### config.mk
export PLATFORM = sky130hd
export DESIGN_NAME = rv_mem_arb
export DESIGN_NICKNAME = d
export VERILOG_FILES = /design/src/rtl/rv_mem_arb.sv
export SDC_FILE = /design/constraint.sdc
export NUM_CORES = 1
export LEC_CHECK = 0
export ABC_CLOCK_PERIOD_IN_PS = 3830
export CAP_MARGIN = 20
export CELL_PAD_IN_SITES_DETAIL_PLACEMENT = 1
export CELL_PAD_IN_SITES_GLOBAL_PLACEMENT = 2
export CORE_MARGIN = 5
export CORE_UTILIZATION = 27
export CTS_CLUSTER_SIZE = 10
export DETAILED_ROUTE_END_ITERATION = 12
export GPL_TIMING_DRIVEN = 0
export PLACE_DENSITY = 0.78
export SYNTH_ARGS = -nofsm -noshare
export SYNTH_HDL_FRONTEND = slang
export SYNTH_SLANG_ARGS = --single-unit
### constraint.sdc
create_clock -name clk -period 3.83 [get_ports clk]
set_clock_uncertainty 0.2 [all_clocks]
set_input_delay 0.5745 -clock clk [delete_from_list [all_inputs] [get_ports clk]]
set_output_delay 0.5745 -clock clk [all_outputs]
set_load 0.03 [all_outputs]
### src/rtl/rv_mem_arb.sv
// Shares one single-port memory bus between the core's fetch and data ports, one step at a time.
// Optional single-entry fetch buffer: define RV_ARB_IBUF_EN.
module rv_mem_arb #(
  parameter int unsigned WAIT_MAX = 255,
  parameter int unsigned DFIRST   = 1
) (
  input  logic        clk,
  input  logic        xreset,
  input  logic [31:0] i_adr,
  input  logic        i_re,
  output logic [31:0] i_dr,
  output logic        i_rdy,
  input  logic [31:0] d_adr,
  input  logic        d_re,
  input  logic [31:0] d_dw,
  input  logic [3:0]  d_we,
  output logic [31:0] d_dr,
  output logic        d_rdy,
  output logic [31:0] m_adr,
  output logic        m_re,
  output logic [3:0]  m_we,
  output logic [31:0] m_dw,
  input  logic [31:0] m_dr,
  input  logic        m_ack,
  output logic        err
);

  // state | meaning
  // IDLE  | waiting for a core step
  // D_ACC | data access on the bus
  // I_ACC | instruction fetch on the bus
  // DONE  | core released for one cycle
  typedef enum logic [1:0] {IDLE, D_ACC, I_ACC, DONE} state_t;

  localparam logic [15:0] WAIT_LAST = 16'(WAIT_MAX - 1);

  state_t      state_q, state_d;
  logic [15:0] wcnt_q, wcnt_d;
  logic [31:0] ibuf_q, ibuf_d, dbuf_q, dbuf_d;
  logic [31:0] i_dr_q, i_dr_d, d_dr_q, d_dr_d;
  logic        rdy_q, rdy_d;
  logic        err_q, err_d;
  logic        i_done_q, i_done_d, d_done_q, d_done_d;
  logic        dreq, ihit, ipend, dpend, acc, tmo, fin;
  logic [31:0] rdata;

`ifdef RV_ARB_IBUF_EN
  logic [31:0] tag_q, tag_d;
  logic        ival_q, ival_d;
  logic        st_inval;
  assign st_inval = (state_q == D_ACC) && (d_we != 4'b0) && (d_adr[31:2] == tag_q[31:2]);
  assign ihit     = ival_q && (i_adr == tag_q) && !st_inval;
`else
  assign ihit = 1'b0;
`endif

  assign dreq  = d_re | (d_we != 4'b0);
  assign ipend = i_re & ~i_done_q & ~ihit;
  assign dpend = dreq & ~d_done_q;
  assign acc   = (state_q == D_ACC) || (state_q == I_ACC);
  // An ack in the final wait cycle beats the timeout.
  assign tmo   = acc && !m_ack && (wcnt_q == WAIT_LAST);
  assign fin   = acc && (m_ack || tmo);
  assign rdata = m_ack ? m_dr : 32'h0;

  always_comb begin
    state_d  = state_q;
    ibuf_d   = ibuf_q;
    dbuf_d   = dbuf_q;
    i_done_d = i_done_q;
    d_done_d = d_done_q;
    m_adr    = 32'h0;
    m_re     = 1'b0;
    m_we     = 4'b0;
    m_dw     = 32'h0;
`ifdef RV_ARB_IBUF_EN
    tag_d    = tag_q;
    ival_d   = ival_q;
`endif
    unique case (state_q)
      IDLE: begin
        i_done_d = 1'b0;
        d_done_d = 1'b0;
        if (dreq || i_re) dbuf_d = 32'h0;
        if (DFIRST != 0) begin
          if (dreq)       state_d = D_ACC;
          else if (ipend) state_d = I_ACC;
          else if (i_re)  state_d = DONE;
        end else begin
          if (ipend)      state_d = I_ACC;
          else if (dreq)  state_d = D_ACC;
          else if (i_re)  state_d = DONE;
        end
      end
      D_ACC: begin
        m_adr = d_adr;
        m_re  = d_re;
        m_we  = d_we;
        m_dw  = d_dw;
        if (fin) begin
          dbuf_d   = d_re ? rdata : 32'h0;
          d_done_d = 1'b1;
          state_d  = ipend ? I_ACC : DONE;
        end
      end
      I_ACC: begin
        m_adr = i_adr;
        m_re  = 1'b1;
        if (fin) begin
          ibuf_d   = rdata;
          i_done_d = 1'b1;
          state_d  = dpend ? D_ACC : DONE;
`ifdef RV_ARB_IBUF_EN
          tag_d    = i_adr;
          ival_d   = m_ack;
`endif
        end
      end
      DONE: begin
        i_done_d = 1'b0;
        d_done_d = 1'b0;
        state_d  = IDLE;
      end
      default: state_d = IDLE;
    endcase
`ifdef RV_ARB_IBUF_EN
    if (st_inval) ival_d = 1'b0;
`endif
  end

  always_comb begin
    wcnt_d = (acc && !fin) ? wcnt_q + 16'd1 : 16'd0;
    err_d  = err_q | tmo;
    rdy_d  = (state_d == DONE);
    i_dr_d = rdy_d ? ibuf_d : i_dr_q;
    d_dr_d = rdy_d ? dbuf_d : d_dr_q;
  end

  always_ff @(posedge clk or negedge xreset) begin
    if (!xreset) begin
      state_q  <= IDLE;
      wcnt_q   <= 16'd0;
      ibuf_q   <= 32'h0;
      dbuf_q   <= 32'h0;
      i_dr_q   <= 32'h0;
      d_dr_q   <= 32'h0;
      rdy_q    <= 1'b0;
      err_q    <= 1'b0;
      i_done_q <= 1'b0;
      d_done_q <= 1'b0;
    end else begin
      state_q  <= state_d;
      wcnt_q   <= wcnt_d;
      ibuf_q   <= ibuf_d;
      dbuf_q   <= dbuf_d;
      i_dr_q   <= i_dr_d;
      d_dr_q   <= d_dr_d;
      rdy_q    <= rdy_d;
      err_q    <= err_d;
      i_done_q <= i_done_d;
      d_done_q <= d_done_d;
    end
  end

`ifdef RV_ARB_IBUF_EN
  always_ff @(posedge clk or negedge xreset) begin
    if (!xreset) begin
      tag_q  <= 32'h0;
      ival_q <= 1'b0;
    end else begin
      tag_q  <= tag_d;
      ival_q <= ival_d;
    end
  end
`endif

  assign i_rdy = rdy_q;
  assign d_rdy = rdy_q;
  assign i_dr  = i_dr_q;
  assign d_dr  = d_dr_q;
  assign err   = err_q;

endmodule

==> out/results.ini, run 1 <==
[yosys]
synth_mux_area_frac=0.129
synth_top_family_by_area=simple AND/OR/NAND/NOR gates
synth_edf_count=0
yosys_warnings=0
synth_cells=611
synth-compound-area-share=0.120
synth-seq-area-share=0.536
syn-cell-area_um2=7000
synth_top_area_share=0.536
post_synth_xor_area_fraction=0.0175
synth_simple_gate_area_frac=0.149
yosys.cell_types.count=41
synthAdderAreaFrac=0.00894
ys_top_cells_by_area=dfrtp_1, mux2_4, a32o_1, a22oi_1, and2_1
yosysMostFrequentCell=dfrtp_1
yosys.area.top_type=dfrtp_1
synthFlopType=dfrtp_1
async_flop_share=1.00
synth_nets=753
netlist_top_cells_count=dfrtp_1, nor2_1, mux2_4
postSynthAreaPerCell_um2=11.5
ys_ff_latch=150

[detailed_routing]
drtPass1Iterations=5
vias=6035
drt_wl_total_mm=28.3
ant_nets=0
dr.first_iter.drc_count=274
viasPerCell=4.83
drt-wirelength-per-cell_um=22.6
drcViolationCount=0

[cells_and_area]
multi_input_area_um2=2970
fillers=2831
stdcell_area_um2=10800
areaGrowthSynthToFinish_pct=53.6
layout.nets=1044
instances_no_fill=1249
seqCellArea_um2=3750
layout-drive-gt1-share=0.128

[placement]
dp_hpwl_mm=21.6
dpl.cell_count=1219
gp_congestion=0.826
port_buffers=272
dpl_cell_area_um2=10200

[critical_path]
r2r_end=d_dr[24]$_DFFE_PN0N_
crit_arrival_ns=2.88
setup.worst_path.class=register to output port
crit_path_max_fanout=11
cp-end-kind=output port
start_kind=register
crit_path_start=state_q[0]$_DFF_PN0_
ff2ff_setup_slack_ns=0.36
cp-endpoint=m_adr[12]
rr_startpoint=state_q[0]$_DFF_PN0_
cp.required_ns=3.06
reg2regPathDepth=10

[clock_tree]
clock_sinks=150
clk_path_buf_depth=2
cts_tree=built
path_clk_slew_ns=0.06
clockRootBuffer=clkbuf_16
clk_latency_ns=0.42
htree_levels=4
numCtsBuffers=17

[floorplanning]
dieArea_um2=29200
dieHeight_um=171
num_io_pins=273
rows=59
die_w_um=171
initial_core_util=0.272
core-area_um2=25800

[power]
p_int_mw=5.23
switching_share=0.430
vdd_drop_max_mv=0.398
power_mw=9.17
pwr-share-comb=0.556
p_clk_frac=0.179
p_switching_mw=3.94
p_leak_nw=4.97
p_per_area_nw_per_um2=853
p_seq_frac=0.265

[timing]
setup_violations=0
fmax_mhz=274
slew_violations=0
hold_slack_ns=0.295
rsz0062_at_grt=no
tightestPinTransition_ns=0.757
tns_ns=0
min_period_ns=3.65
relSlewSlack=0.496
fin_crit_sh=0.953
hold_viol_final=0

[global_routing]
grt_max_degree=87
antenna_found_initial=3
grt_pass1_vias=6623
grt_pass1_wl_mm=41.5
grt_usage=0.189
overflow=0

[flow_run]
cap_violations=0

[min_path]
min_path_type=register to register

[status]
status=complete, no violations

## worst max-delay path, stage by stage (launching register included)
cell	delay, ns
dfrtp_1	0.41
inv_1	0.10
ha_2	0.46
clkbuf_4	0.28
inv_1	0.14
clkbuf_2	0.24
nor2_1	0.14
clkdlybuf4s50_1	0.67
## power groups by stage
stage	logic [mW]	clock network, mW	registers, mW
floorplan	2.49	0	2.99
global placement	5.17	0	2.45
detailed placement	5.21	0	2.46
CTS	5.18	1.68	2.44
global route	5.42	1.76	2.51
finish	5.10	1.64	2.44
## routing by layer
metal  routed length, µm  track usage  vias up
li1                    -            -     2762
met1               10700        0.207     3020
met2               14400        0.344      222
met3                2660       0.0714       27
met4                 425       0.0506        4
met5                  39            0        -
## cells by family after synthesis
group,after synthesis
AND/OR/NAND/NOR,206
flip-flops,150
AO/OA/AOI/OAI,112
multiplexers,64
buffers and inverters,60
XOR/XNOR,14
adder cells (fa/ha/maj),5
## area by class of cell
type                    instances  share of cell area
multi-input cells             401               0.276
repair buffers                274               0.256
well taps                     335              0.0390
diodes                          1            0.000233
flip-flops and latches        150               0.349
plain buffers                  51              0.0238
inverters                       7             0.00244
clock inverters                 8             0.00919
clock buffers                  22              0.0441
## per-stage QoR
step                      utilization  setup slack [ns]
after floorplan                     -             0.939
after global routing            0.417            0.0111
after CTS                       0.417           0.00538
after detailed placement        0.395            -0.294
final                           0.417             0.178
after global placement          0.394             -4.30
## layout by cell type, fill, tap and decap left out, types with 15 or more instances in the layout
cell type,synthesis,layout
a22oi_1,32,32
a32o_1,31,31
and2_1,38,38
clkbuf_1,39,32
clkbuf_16,0,17
clkdlybuf4s50_1,0,242
dfrtp_1,150,150
dlygate4sd2_1,0,22
mux2_2,15,15
mux2_4,49,49
nand2_1,44,44
nand4_1,34,34
nor2_1,63,63
o21ai_0,36,36
## what timing repair did
item                                   4_1_cts  5_1_grt
hold buffers                                 1        0
resized for setup                           31       11
endpoints found under the hold margin       64        0
buffers inserted                             0        0
setup endpoints to repair                   33       12
## registers in the layout, indices dropped and copies added, names as in the netlist
signal,count
i_done_q,1
d_done_q,1
dbuf_q,32
d_rdy,1
ibuf_q,32
err,1
state_q,2
i_dr,32
wcnt_q,16
d_dr,32
## worst min path at each step
stage	from	end	slack [ns]	depth (start not counted)
after detailed placement	dbuf_q[10]$_DFF_PN0_	dbuf_q[10]$_DFF_PN0_	0.29	1
final	wcnt_q[0]$_DFF_PN0_	wcnt_q[0]$_DFF_PN0_	0.29	1
after global placement	wcnt_q[0]$_DFF_PN0_	wcnt_q[0]$_DFF_PN0_	0.28	1
after floorplan	xreset	d_done_q$_DFFE_PN0P_	0.08	0
after CTS	ibuf_q[30]$_DFF_PN0_	ibuf_q[30]$_DFF_PN0_	0.30	2
after global routing	ibuf_q[19]$_DFF_PN0_	ibuf_q[19]$_DFF_PN0_	0.32	2
Note: power is estimated with default switching activity, not from simulation.
==> run 2: changes to the inputs <==
--- a/constraint.sdc
+++ b/constraint.sdc
@@ -4,2 +4,2 @@
 set_output_delay 0.5745 -clock clk [all_outputs]
-set_load 0.03 [all_outputs]
+set_load 0.1 [all_outputs]
==> run 2 against run 1 <==
Compared with the run above: cell count rose by 0.32%; final area fell by 1.4%; sequential share of layout area rose by 0.48 points; via count did not move; core utilization fell by 0.57 points; routed wire length fell by 0.41%; hold slack improved by 0.0018 ns; die area did not move; critical endpoint is now m_adr[14]; highest routed layer unchanged.
==> out/results.ini, run 2 (synthesis gave the netlist of run 1 again) <==
[status]
status=complete, no violations  ; unchanged

[global_routing]
overflow=0  ; unchanged
grt_usage=0.189  ; about the same
grt_pass1_vias=6634  ; was 6,623
grt_pass1_wl_mm=41.4  ; was 41.5 mm
grt_max_degree=87  ; unchanged
antenna_found_initial=3  ; unchanged

[placement]
dpl.cell_count=1220  ; was 1,219
place_ws_ns=-0.785  ; was -0.294 ns
dpl_cell_area_um2=10200  ; about the same
dp_hpwl_mm=21.6  ; about the same
port_buffers=272  ; unchanged
gp_congestion=0.826  ; unchanged

[min_path]
holdPathEnd=wcnt_q[0]$_DFF_PN0_  ; unchanged
hold_path_depth=1  ; unchanged
worstHoldStart=wcnt_q[0]$_DFF_PN0_  ; unchanged
min_path_type=register to register  ; unchanged

[clock_tree]
numCtsBuffers=17  ; unchanged
htree_levels=4  ; unchanged
post_cts_buffers=0  ; unchanged
cts_tree=built  ; unchanged
clockRootBuffer=clkbuf_16  ; unchanged
clk_latency_ns=0.42  ; about the same
path_clk_slew_ns=0.06  ; about the same
clk_path_buf_depth=2  ; unchanged
clock_sinks=150  ; unchanged

[floorplanning]
dieArea_um2=29200  ; unchanged
core-area_um2=25800  ; unchanged
initial_core_util=0.272  ; unchanged
rows=59  ; unchanged
die_w_um=171  ; unchanged
num_io_pins=273  ; unchanged
dieHeight_um=171  ; unchanged

[cells_and_area]
instances_no_fill=1253  ; was 1,249
multi_input_area_um2=2970  ; unchanged
stdcell_area_um2=10600  ; was 10,800 µm²
layout_commonest_cell=clkdlybuf4s50_1  ; unchanged
layout.nets=1046  ; was 1,044
final_cell_mix=clkdlybuf4s50_1, dfrtp_1, nor2_1  ; unchanged
fillers=2844  ; was 2,831
areaGrowthSynthToFinish_pct=51.5  ; was 53.6%
layout-drive-gt1-share=0.168  ; was 0.128
seqCellArea_um2=3750  ; unchanged

[critical_path]
crit_path_max_fanout=11  ; unchanged
reg2regPathDepth=10  ; unchanged
slowest_delay_ns=0.46  ; was 0.67 ns
cp.required_ns=3.06  ; about the same
start_kind=register  ; unchanged
rr_startpoint=state_q[0]$_DFF_PN0_  ; unchanged
cp-end-kind=output port  ; unchanged
crit_path_cell_trace=inv_1 > ha_2 > clkbuf_2 > inv_1 > buf_1 > nor2_1 > buf_2  ; was inv_1 > ha_2 > clkbuf_4 > inv_1 > clkbuf_2 > nor2_1 > clkdlybuf4s50_1
crit_top_cell=inv_1  ; unchanged
cpMaxStageDelayCell=ha_2  ; was clkdlybuf4s50_1
crit_arrival_ns=2.90  ; was 2.88 ns
r2r_end=d_dr[27]$_DFFE_PN0N_  ; was d_dr[24]$_DFFE_PN0N_
ff2ff_setup_slack_ns=0.32  ; was 0.36 ns
setup.worst_path.class=register to output port  ; unchanged

[flow_run]
cap_violations=0  ; unchanged

[timing]
relSlewSlack=0.267  ; was 0.496
hold_viol_final=0  ; unchanged
slew_violations=0  ; unchanged
fmax_mhz=272  ; was 274 MHz
min_period_ns=3.67  ; was 3.65 ns
setup_violations=0  ; unchanged
tns_ns=0  ; unchanged
setup_ws_ns=0.157  ; was 0.178 ns
fin_crit_sh=0.959  ; was 0.953
tightestPinTransition_ns=1.10  ; was 0.757 ns

[detailed_routing]
drt_wl_total_mm=28.2  ; was 28.3 mm
viasPerCell=4.82  ; was 4.83
drtPass1Iterations=4  ; was 5
vias=6035  ; unchanged
drt-wirelength-per-cell_um=22.5  ; was 22.6 µm
dr.first_iter.drc_count=287  ; was 274
ant_nets=0  ; unchanged
drcViolationCount=0  ; unchanged

[run 2: cell count changes in the layout (fill, tap and decap cells not counted), moves of 4 or more]
| cell | change |
|---|---|
| clkdlybuf4s50_1 | -40 |
| buf_2 | +18 |
| clkdlybuf4s15_1 | +9 |
| dlymetal6s2s_1 | -7 |
| clkbuf_4 | +6 |
| buf_4 | +4 |
[run 2: what timing repair did]
| action | 4_1_cts | 5_1_grt |
|---|---|---|
| gates resized for setup | 189 | 40 |
| endpoints found under the hold margin | 64 | 0 |
| hold buffers | 1 | 0 |
| cloned | 0 | 0 |
| setup endpoints to repair | 69 | 35 |
| pin swaps | 0 | 0 |
[run 2: worst max path at each step]
stage,from,endpoint,cells after the start
after floorplan,state_q[0]$_DFF_PN0_,m_adr[0],7
after global placement,xreset,wcnt_q[10]$_DFF_PN0_,1
after detailed placement,state_q[0]$_DFF_PN0_,m_adr[29],8
after CTS,state_q[0]$_DFF_PN0_,m_adr[18],8
after global routing,state_q[1]$_DFF_PN0_,m_dw[15],6
final,state_q[0]$_DFF_PN0_,m_adr[14],7
[run 2: cell type report]
class | instances | area share
Inverter | 7 | 0.00248
Clock buffer | 20 | 0.0430
Buffer | 52 | 0.0241
Multi-Input combinational cell | 401 | 0.280
Timing Repair Buffer | 275 | 0.247
Antenna cell | 1 | 0.000236
Sequential cell | 150 | 0.354
Clock inverter | 12 | 0.00955
Tap cell | 335 | 0.0395
[run 2: metrics by stage]
stage                util  hold slack (ns)
global route        0.412            0.311
floorplan               -           0.0789
CTS                 0.413            0.300
finish              0.412            0.297
global placement    0.394            0.276
detailed placement  0.396            0.287
[run 2: worst max-delay path, delay by kind of cell (launching register included)]
kind,cells,cell delay (ns)
buf+inv,5,1.37
fa+ha+maj,1,0.46
flops,1,0.42
simple gates,1,0.23
[run 2: routing by layer]
| layer | vias to the layer above | global-route usage | wire, µm |
|---|---|---|---|
| met5 | - | 0 | 32 |
| met4 | 4 | 0.0510 | 552 |
| met3 | 28 | 0.0675 | 2510 |
| met2 | 215 | 0.342 | 14200 |
| met1 | 3007 | 0.210 | 10800 |
| li1 | 2781 | - | - |
Power of run 2 is left out: the tool's default activity adds up to more than one toggle a clock period on the data nets, which glitch-free logic cannot reach.
==> run 3: changes to the inputs <==
- SETUP_SLACK_MARGIN: not set -> 0.4
==> run 3 against run 2 <==
Compared with the run above: setup slack improved by 0.38 ns; via count increased by 0.36%; largest cell class unchanged; global-route usage unchanged; sequential share of layout area decreased by 0.24 points; die area unchanged; critical endpoint is now m_dw[28]; highest routed layer unchanged; final area increased by 0.67%.
==> out/results.ini, run 3 (synthesis gave the netlist of run 1 again) <==
[cells_and_area]
instances_no_fill=1254  ; was 1,253
layout-drive-gt1-share=0.217  ; was 0.168
layout_commonest_cell=clkdlybuf4s50_1  ; unchanged
multi_input_area_um2=2980  ; was 2970 µm²
stdcell_area_um2=10700  ; was 10,600 µm²
fillers=2843  ; was 2,844
seqCellArea_um2=3750  ; unchanged
final_cell_mix=clkdlybuf4s50_1, dfrtp_1, nor2_1  ; unchanged
layout.nets=1047  ; was 1,046
areaGrowthSynthToFinish_pct=52.6  ; was 51.5%
fin_util=0.415  ; was 0.412

[min_path]
holdPathEnd=wcnt_q[0]$_DFF_PN0_  ; unchanged
hold_path_depth=1  ; unchanged
worstHoldStart=wcnt_q[0]$_DFF_PN0_  ; unchanged
min_path_type=register to register  ; unchanged

[timing]
hold_viol_final=0  ; unchanged
rsz0062_at_grt=no
tns_ns=0  ; unchanged
setup_violations=0  ; unchanged
fin_crit_sh=0.860  ; was 0.959
slew_violations=0  ; unchanged
fmax_mhz=304  ; was 272 MHz
tightestPinTransition_ns=1.10  ; about the same
relSlewSlack=0.262  ; was 0.267
min_period_ns=3.29  ; was 3.67 ns

[floorplanning]
rows=59  ; unchanged
dieHeight_um=171  ; unchanged
dieArea_um2=29200  ; unchanged
initial_core_util=0.272  ; unchanged
num_io_pins=273  ; unchanged
core-area_um2=25800  ; unchanged
die_w_um=171  ; unchanged

[placement]
dpl.cell_count=1220  ; unchanged
dp_hpwl_mm=21.6  ; unchanged
dpl_cell_area_um2=10200  ; unchanged
gp_congestion=0.826  ; unchanged
port_buffers=272  ; unchanged

[clock_tree]
cts_tree=built  ; unchanged
clockRootBuffer=clkbuf_16  ; unchanged
numCtsBuffers=17  ; unchanged
clk_path_buf_depth=2  ; unchanged
clk_latency_ns=0.42  ; about the same
htree_levels=4  ; unchanged
path_clk_slew_ns=0.06  ; about the same
clock_sinks=150  ; unchanged

[global_routing]
grt_usage=0.189  ; unchanged
grt_pass1_vias=6639  ; was 6,634
overflow=0  ; unchanged
grt_max_degree=87  ; unchanged
antenna_found_initial=3  ; unchanged
grt_pass1_wl_mm=41.4  ; about the same

[critical_path]
reg2regPathDepth=10  ; unchanged
r2r_end=d_dr[27]$_DFFE_PN0N_  ; unchanged
cp.required_ns=3.06  ; about the same
rr_startpoint=state_q[0]$_DFF_PN0_  ; unchanged
crit_path_max_fanout=10  ; was 11
start_kind=register  ; unchanged
setup.worst_path.class=register to output port  ; unchanged
ff2ff_setup_slack_ns=0.58  ; was 0.32 ns
crit_arrival_ns=2.52  ; was 2.90 ns
cp-end-kind=output port  ; unchanged

[detailed_routing]
ant_nets=0  ; unchanged
dr.first_iter.drc_count=268  ; was 287
drcViolationCount=0  ; unchanged
drtPass1Iterations=4  ; unchanged
drt_wl_total_mm=28.2  ; about the same
drt-wirelength-per-cell_um=22.5  ; about the same
viasPerCell=4.83  ; was 4.82
vias=6057  ; was 6,035

[flow_run]
cap_violations=0  ; unchanged

[status]
status=complete, no violations  ; unchanged

-- run 3: cell count changes in the layout (fill, tap and decap cells not counted), moves of 2 or more --
cell / before / now
nor2_2: 0 / 3
buf_2: 22 / 24
buf_1: 4 / 1
clkdlybuf4s15_2: 3 / 16
clkdlybuf4s18_2: 0 / 4
dlygate4sd2_1: 25 / 0
buf_4: 5 / 26
nor2_1: 63 / 60
clkdlybuf4s15_1: 9 / 0
clkbuf_1: 33 / 29
buf_6: 7 / 14
clkbuf_4: 7 / 2
-- run 3: worst max-delay path by stage --
| stage | depth (start not counted) | slack [ns] | end | startpoint |
|---|---|---|---|---|
| 6_report | 6 | 0.54 | m_dw[28] | state_q[1]$_DFF_PN0_ |
| 5_1_grt | 6 | 0.40 | m_dw[12] | state_q[1]$_DFF_PN0_ |
| 4_1_cts | 8 | 0.33 | m_adr[29] | state_q[0]$_DFF_PN0_ |
| 3_5_place_dp | 8 | -0.79 | m_adr[29] | state_q[0]$_DFF_PN0_ |
| 3_3_place_gp | 1 | -4.30 | wcnt_q[10]$_DFF_PN0_ | xreset |
| 2_1_floorplan | 7 | 0.17 | m_adr[0] | state_q[0]$_DFF_PN0_ |
-- run 3: routing by layer --
layer	routed length (µm)	share of wire	track usage
met1	10700	0.38	0.209
met4	463	0.016	0.0510
met2	14400	0.51	0.342
met5	32	0.0011	0
met3	2670	0.095	0.0686
-- run 3: worst max-delay path, cell delays in order, from the launching register on --
cell	delay, ns
dfrtp_1	0.41
inv_1	0.09
ha_1	0.20
clkbuf_2	0.31
clkbuf_1	0.32
and2_1	0.20
clkdlybuf4s15_2	0.56
-- run 3: cell type report --
cell class	instances	area share
flip-flops and latches	150	0.351
plain buffers	53	0.0260
inverters	7	0.00246
multi-input cells	401	0.279
clock buffers	20	0.0428
well taps	335	0.0392
diodes	1	0.000234
repair buffers	275	0.249
clock inverters	12	0.00949
-- run 3: repair_timing --
action                                  CTS  global route
gates cloned                              0             0
setup buffers                             0             0
hold buffers                              1             0
gates resized for setup                 323            51
endpoints found under the setup margin   69           105
hold endpoints to repair                 64             0
pin swaps                                 0             0
-- run 3: metrics by stage --
| stage | hold WS [ns] | setup slack, ns |
|---|---|---|
| after floorplan | 0.0789 | 0.175 |
| after global placement | 0.276 | -4.30 |
| after detailed placement | 0.287 | -0.785 |
| after CTS | 0.300 | 0.335 |
| after global routing | 0.311 | 0.401 |
| final | 0.296 | 0.537 |
Power of run 3 is left out for the same reason.
